`src/rtl/alu_share_arbiter.sv`:
```
// Round-robin arbiter that lends one combinational ALU to two requesters.
// Each granted operation walks IDLE -> EXEC -> RESP with valid/ready on both sides.
module alu_share_arbiter #(
    parameter int DATA_W = 32,
    parameter int CTRL_W = 4
) (
    input  logic              clk_i,
    input  logic              rst_i,
    input  logic              req0_valid_i,
    output logic              req0_ready_o,
    input  logic [CTRL_W-1:0] req0_ctrl_i,
    input  logic [DATA_W-1:0] req0_src1_i,
    input  logic [DATA_W-1:0] req0_src2_i,
    input  logic              req1_valid_i,
    output logic              req1_ready_o,
    input  logic [CTRL_W-1:0] req1_ctrl_i,
    input  logic [DATA_W-1:0] req1_src1_i,
    input  logic [DATA_W-1:0] req1_src2_i,
    output logic              resp_valid_o,
    output logic              resp_id_o,
    output logic [DATA_W-1:0] resp_data_o,
    output logic              resp_zero_o,
    input  logic              resp_ready_i,
    output logic [CTRL_W-1:0] alu_ctrl_o,
    output logic [DATA_W-1:0] alu_src1_o,
    output logic [DATA_W-1:0] alu_src2_o,
    input  logic [DATA_W-1:0] alu_result_i,
    input  logic              alu_zero_i
);

    typedef enum logic [1:0] {IDLE, EXEC, RESP} state_e;

    state_e            state_q, state_d;
    logic              ptr_q, ptr_d;
    logic              id_q, id_d;
    logic [CTRL_W-1:0] ctrl_q, ctrl_d;
    logic [DATA_W-1:0] src1_q, src1_d;
    logic [DATA_W-1:0] src2_q, src2_d;
    logic              resp_valid_q, resp_valid_d;
    logic              resp_id_q, resp_id_d;
    logic [DATA_W-1:0] resp_data_q, resp_data_d;
    logic              resp_zero_q, resp_zero_d;

    logic grant;
    logic accept;

    // Contention is settled by the pointer; a lone requester always wins.
    assign grant        = (req0_valid_i & req1_valid_i) ? ptr_q : req1_valid_i;
    assign req0_ready_o = (state_q == IDLE) & req0_valid_i & ~grant;
    assign req1_ready_o = (state_q == IDLE) & req1_valid_i & grant;
    assign accept       = req0_ready_o | req1_ready_o;

    always_comb begin
        state_d      = state_q;
        ptr_d        = ptr_q;
        id_d         = id_q;
        ctrl_d       = ctrl_q;
        src1_d       = src1_q;
        src2_d       = src2_q;
        resp_valid_d = resp_valid_q;
        resp_id_d    = resp_id_q;
        resp_data_d  = resp_data_q;
        resp_zero_d  = resp_zero_q;
        case (state_q)
            IDLE: begin
                if (accept) begin
                    id_d    = grant;
                    ptr_d   = ~grant;
                    ctrl_d  = grant ? req1_ctrl_i : req0_ctrl_i;
                    src1_d  = grant ? req1_src1_i : req0_src1_i;
                    src2_d  = grant ? req1_src2_i : req0_src2_i;
                    state_d = EXEC;
                end
            end
            EXEC: begin
                resp_data_d  = alu_result_i;
                resp_zero_d  = alu_zero_i;
                resp_id_d    = id_q;
                resp_valid_d = 1'b1;
                state_d      = RESP;
            end
            RESP: begin
                if (resp_ready_i) begin
                    resp_valid_d = 1'b0;
                    state_d      = IDLE;
                end
            end
            default: state_d = IDLE;
        endcase
    end

    always_ff @(posedge clk_i or negedge rst_i) begin
        if (!rst_i) begin
            state_q      <= IDLE;
            ptr_q        <= 1'b0;
            id_q         <= 1'b0;
            ctrl_q       <= '0;
            src1_q       <= '0;
            src2_q       <= '0;
            resp_valid_q <= 1'b0;
            resp_id_q    <= 1'b0;
            resp_data_q  <= '0;
            resp_zero_q  <= 1'b0;
        end else begin
            state_q      <= state_d;
            ptr_q        <= ptr_d;
            id_q         <= id_d;
            ctrl_q       <= ctrl_d;
            src1_q       <= src1_d;
            src2_q       <= src2_d;
            resp_valid_q <= resp_valid_d;
            resp_id_q    <= resp_id_d;
            resp_data_q  <= resp_data_d;
            resp_zero_q  <= resp_zero_d;
        end
    end

    // The ALU only ever sees operands that were actually accepted.
    assign alu_ctrl_o   = ctrl_q;
    assign alu_src1_o   = src1_q;
    assign alu_src2_o   = src2_q;

    assign resp_valid_o = resp_valid_q;
    assign resp_id_o    = resp_id_q;
    assign resp_data_o  = resp_data_q;
    assign resp_zero_o  = resp_zero_q;

endmodule

```
`config.mk`:
```
export PLATFORM = sky130hd
export DESIGN_NAME = alu_share_arbiter
export DESIGN_NICKNAME = d
export VERILOG_FILES = /design/src/rtl/alu_share_arbiter.sv
export SDC_FILE = /design/constraint.sdc
export NUM_CORES = 1
export LEC_CHECK = 0
export ABC_AREA = 0
export CAP_MARGIN = 5
export CORE_MARGIN = 5
export CORE_UTILIZATION = 24
export CTS_CLUSTER_DIAMETER = 150
export DETAILED_ROUTE_END_ITERATION = 8
export MAX_ROUTING_LAYER = met4
export RECOVER_POWER = 25
export SKIP_CTS_REPAIR_TIMING = 1
export SYNTH_ARGS = -nofsm -noshare
export SYNTH_HDL_FRONTEND = slang
export SYNTH_SLANG_ARGS = --single-unit
```
`constraint.sdc`:
```
create_clock -name clk_i -period 2.66 [get_ports clk_i]
set_clock_uncertainty 0.1 [all_clocks]
set_input_delay 0.798 -clock clk_i [delete_from_list [all_inputs] [get_ports clk_i]]
set_output_delay 0.798 -clock clk_i [all_outputs]
set_load 0.01 [all_outputs]
```
* Yosys cells after proc, flatten, opt, wreduce, memory -nomap -nowiden
Cells that the tools add are included.
** Cells by class
- Eq/ne operators :: 4
- Multiplexer cells :: 9
- Reduce and logical (&&, ||, !) cells :: 5
- Bitwise gates (word level) :: 7
** Operator list (number)
- 32-bit 2-to-1 mux :: 2
- 2-bit one-hot mux with 3 select lines :: 1
- 2-bit AND reduction :: 3
- 1-bit bitwise AND :: 5
- 2-bit 2-to-1 mux :: 2
- 4-bit 2-to-1 mux :: 1
- 2-bit != test, second input constant :: 2
- 2-bit by 1-bit == test with 1-bit output, second input constant :: 1
- 2-bit == test, second input constant :: 1
- 2-bit logical NOT :: 1
- 1-bit 2-to-1 mux :: 2
- 1-bit one-hot mux with 2 select lines :: 1
- 2-bit nonzero test :: 1
- 1-bit inverter :: 1
- 1-bit bitwise OR :: 1
** Storage, ports and cells
- Bits in registers :: 107
- Logic and storage cells :: 35
- Output and inout bits :: 105

* Logic depth before layout (Yosys ltp)
- Word-level depth :: 7
- Mapped depth :: 6

* Worst setup path after synthesis
Ideal clock, no wire load.
- Path type :: input -> output
- From :: input req0_valid_i
- To :: output req0_ready_o
- Required time :: 1762 ps
- Cell stages on the path :: 4
- Path slack :: 150 ps
- Data arrival time :: 1612 ps
- Path buffers :: 2
- Path through :: or3b_1 > buf_2 > buf_2 > nor2_1
** On the way
- Longest elaborated chain between the ends :: 4
** Ends and longest elaborated chain
- from (decl) :: RTL line 9 : input logic req0_valid_i,
- 1-bit bitwise AND :: RTL line 48 : assign grant = (req0_valid_i & req1_valid_i) ? ptr_q : req1_valid_i;
- 1-bit 2-to-1 mux :: RTL line 48
- 1-bit inverter :: RTL line 49 : assign req0_ready_o = (state_q == IDLE) & req0_valid_i & ~grant;
- 1-bit bitwise AND (*) :: RTL line 49
- to (decl) :: RTL line 10 : output logic req0_ready_o,
Every way passes the cells marked *; elsewhere a longest branch is shown, timed or not.

* Worst setup path after layout
- From :: input req1_valid_i
- To :: output req1_ready_o
** On the way
- Longest elaborated chain between the ends :: 3
** Ends and longest elaborated chain
- from (decl) :: RTL line 14 : input logic req1_valid_i,
- 1-bit bitwise AND :: RTL line 48
- 1-bit 2-to-1 mux :: RTL line 48
- 1-bit bitwise AND (*) :: RTL line 50 : assign req1_ready_o = (state_q == IDLE) & req1_valid_i & grant;
- to (decl) :: RTL line 15 : output logic req1_ready_o,
Marks and branches as above.

==> impl_metrics.tcl <==
set metrics [dict create \
    status "complete, no violations" \
    grt.total_usage 0.145 \
    p_leak_uw 0.00310 \
    antenna_found_initial 1 \
    clock_path_buffers 2 \
    start_kind "primary input" \
    post_synth.cell_area_avg_um2 12.6 \
    synth-seq-cells 107 \
    dp_slack_ns -0.782 \
    cts_tree "yes" \
    drt_iter0_drc 196 \
    die_y_um 149 \
    setup_ws_ns 0.0365 \
    fp-row-count 51 \
    slew_violations 0 \
    htree_levels 3 \
    min_path_type "reg -> reg" \
    max_slew_margin 0.00197 \
    rsz0062_at_grt "no" \
    ff_latch_area_um2 2680 \
    ys_seq_area_frac 0.574 \
    grt-ovfl-total 0 \
    fillers 1838 \
    clk-insertion-delay-late_ns 0.34 \
    fin_crit_sh 0.986 \
    cts_sinks 107 \
    first_global_vias 4622 \
    slowest_delay_ns 0.48 \
    post-route-util 0.414 \
    maxCapViolCount 0 \
    setup_violations 0 \
    synthArstFlopShare 1.00 \
    die_w_um 149 \
    cp.required_ns 1.76 \
    rrSetupSlack_ns 0.77 \
    cts_buffers 9 \
    ir_worst_vdd_v 0.000525 \
    grt_pass1_wl_mm 25.0 \
    vias 4240 \
    synth_nets 544 \
    synth_common_cells "dfrtp_1, nor3b_1, a221o_1" \
    worst_pin_slew_ns 1.50 \
    drive_gt1_frac 0.118 \
    ant_nets 0 \
    synth_area_leaders "dfrtp_1, a221o_1, nor3b_1" \
    clock-root-buffer "clkbuf_16" \
    critPathKind "in -> out" \
    synth_top_cell_by_area "dfrtp_1" \
    cp_data_arrival_time_ns 1.73 \
    syn-instance-count 370 \
    gp_congestion 0.852 \
    path_cells "clkdlybuf4s50_1, buf_4, and3_4, clkbuf_2" \
    port-buffer-count 278 \
    power-per-cell-area_nw_per_um2 1070 \
    path_clk_slew_ns 0.07 \
    path_max_fanout 2 \
    ios 279 \
    fp.coreArea_um2 19300 \
    dp_hpwl_mm 11.7 \
    die-area_um2 22300 \
    syn_to_final_growth_pct 71.1 \
    final_nets 811 \
    synthDistinctLibCells 23 \
    synthFlopType "dfrtp_1" \
    yosysWarningCount 0 \
    remaining_drc_errors 0 \
    clock.fmax_mhz 381 \
    start_util 0.242 \
    routed_wl_mm 16.3 \
    hold_viol_final 0 \
    wl_per_cell_um 17.9 \
    synth_most_common_cell "dfrtp_1" \
    grt_max_degree 108 \
    cp-end-kind "primary output" \
    slowest_stage "clkdlybuf4s50_1" \
    mappedNetlistArea_um2 4660 \
    synth_edf_count 0 \
    viasPerCell 4.67 \
    drt_first_pass_iters 4 \
    multi_input_area_um2 1760 \
    synth_top_cell_area_share 0.574 \
    period_needed_ns 2.62 \
]
==> stage by stage <==
stage	setup TNS [ns]	instances	instance area [um^2]	power [uW]	hold slack, ns
detailed placement	-1.36	891	7700	7370	0.367
finish	0	908	7970	8570	0.382
CTS	-1.28	907	7970	8710	0.384
global route	0	908	7970	9110	0.409
floorplan	0	370	4660	4980	0.344
global placement	-1.30	891	7700	7320	0.356
==> worst max-delay path, delay by kind of cell <==
kind / cells / cell delay, ns
buffers and inverters: 3 / 0.76
and+or+nand+nor: 1 / 0.17
==> layout make-up <==
class                           instances  area share
Antenna cell                            1    0.000314
Clock buffer                           11      0.0292
Clock inverter                          5     0.00487
Inverter                                3     0.00141
Multi-Input combinational cell        222       0.221
Sequential cell                       107       0.336
Tap cell                              265      0.0416
Timing Repair Buffer                  294       0.366
==> cells in the final DEF (no fill, tap or decap), types with 2 or more instances in the layout <==
master           Yosys  layout
clkbuf_4             0       2
clkdlybuf4s50_1      0     274
clkbuf_16            0       9
a21oi_1             21      21
or2_2                2       2
clkinv_4             0       2
a221o_1             51      51
buf_6                7       2
nand3_1             17      17
a31oi_1             17      17
nor3b_1             52      52
mux2_2              34      34
buf_4                0      13
dfrtp_1            107     107
inv_1                2       2
clkbuf_1             5       2
o21ai_0             17      17
==> flip-flops by register name, summed over array words and instances (netlist names) <==
register	flops
resp_data_o	32
alu_src1_o	32
alu_ctrl_o	4
id_q	1
state_q	2
resp_valid_o	1
ptr_q	1
alu_src2_o	32
resp_zero_o	1
resp_id_o	1
==> kinds of logic after synthesis <==
kind of cell	after synthesis	share of synthesized area
simple gates	81	0.118
compound gates	107	0.175
buf+inv	41	0.0510
flops	107	0.574
mux	34	0.0821
==> where the power goes <==
group,switching [uW],internal (uW),leakage (uW)
clock,627,643,0.000130
sequential,457,2450,0.00128
combinational,1870,2520,0.00170
total,2950,5610,0.00310
==> worst paths after layout <==
check / from / end / cells after the start
max in group asynchronous: rst_i / alu_src2_o[17] / 2
max: req1_valid_i / req1_ready_o / 4
min reg2reg: id_q / id_q / 1
max reg2reg: state_q[1] / alu_src1_o[28] / 6
min: id_q / id_q / 1
min in group asynchronous: rst_i / alu_ctrl_o[0] / 2
==> layer usage <==
layer,wire (um),part of all wire,vias up,global-route usage
met4,286,0.018,0,0.0458
li1,-,-,1952,-
met5,0,0,-,-
met2,8250,0.51,172,0.246
met1,6690,0.41,2099,0.171
met3,1040,0.064,17,0.0328
No activity file was read; power rests on OpenSTA's default activity.
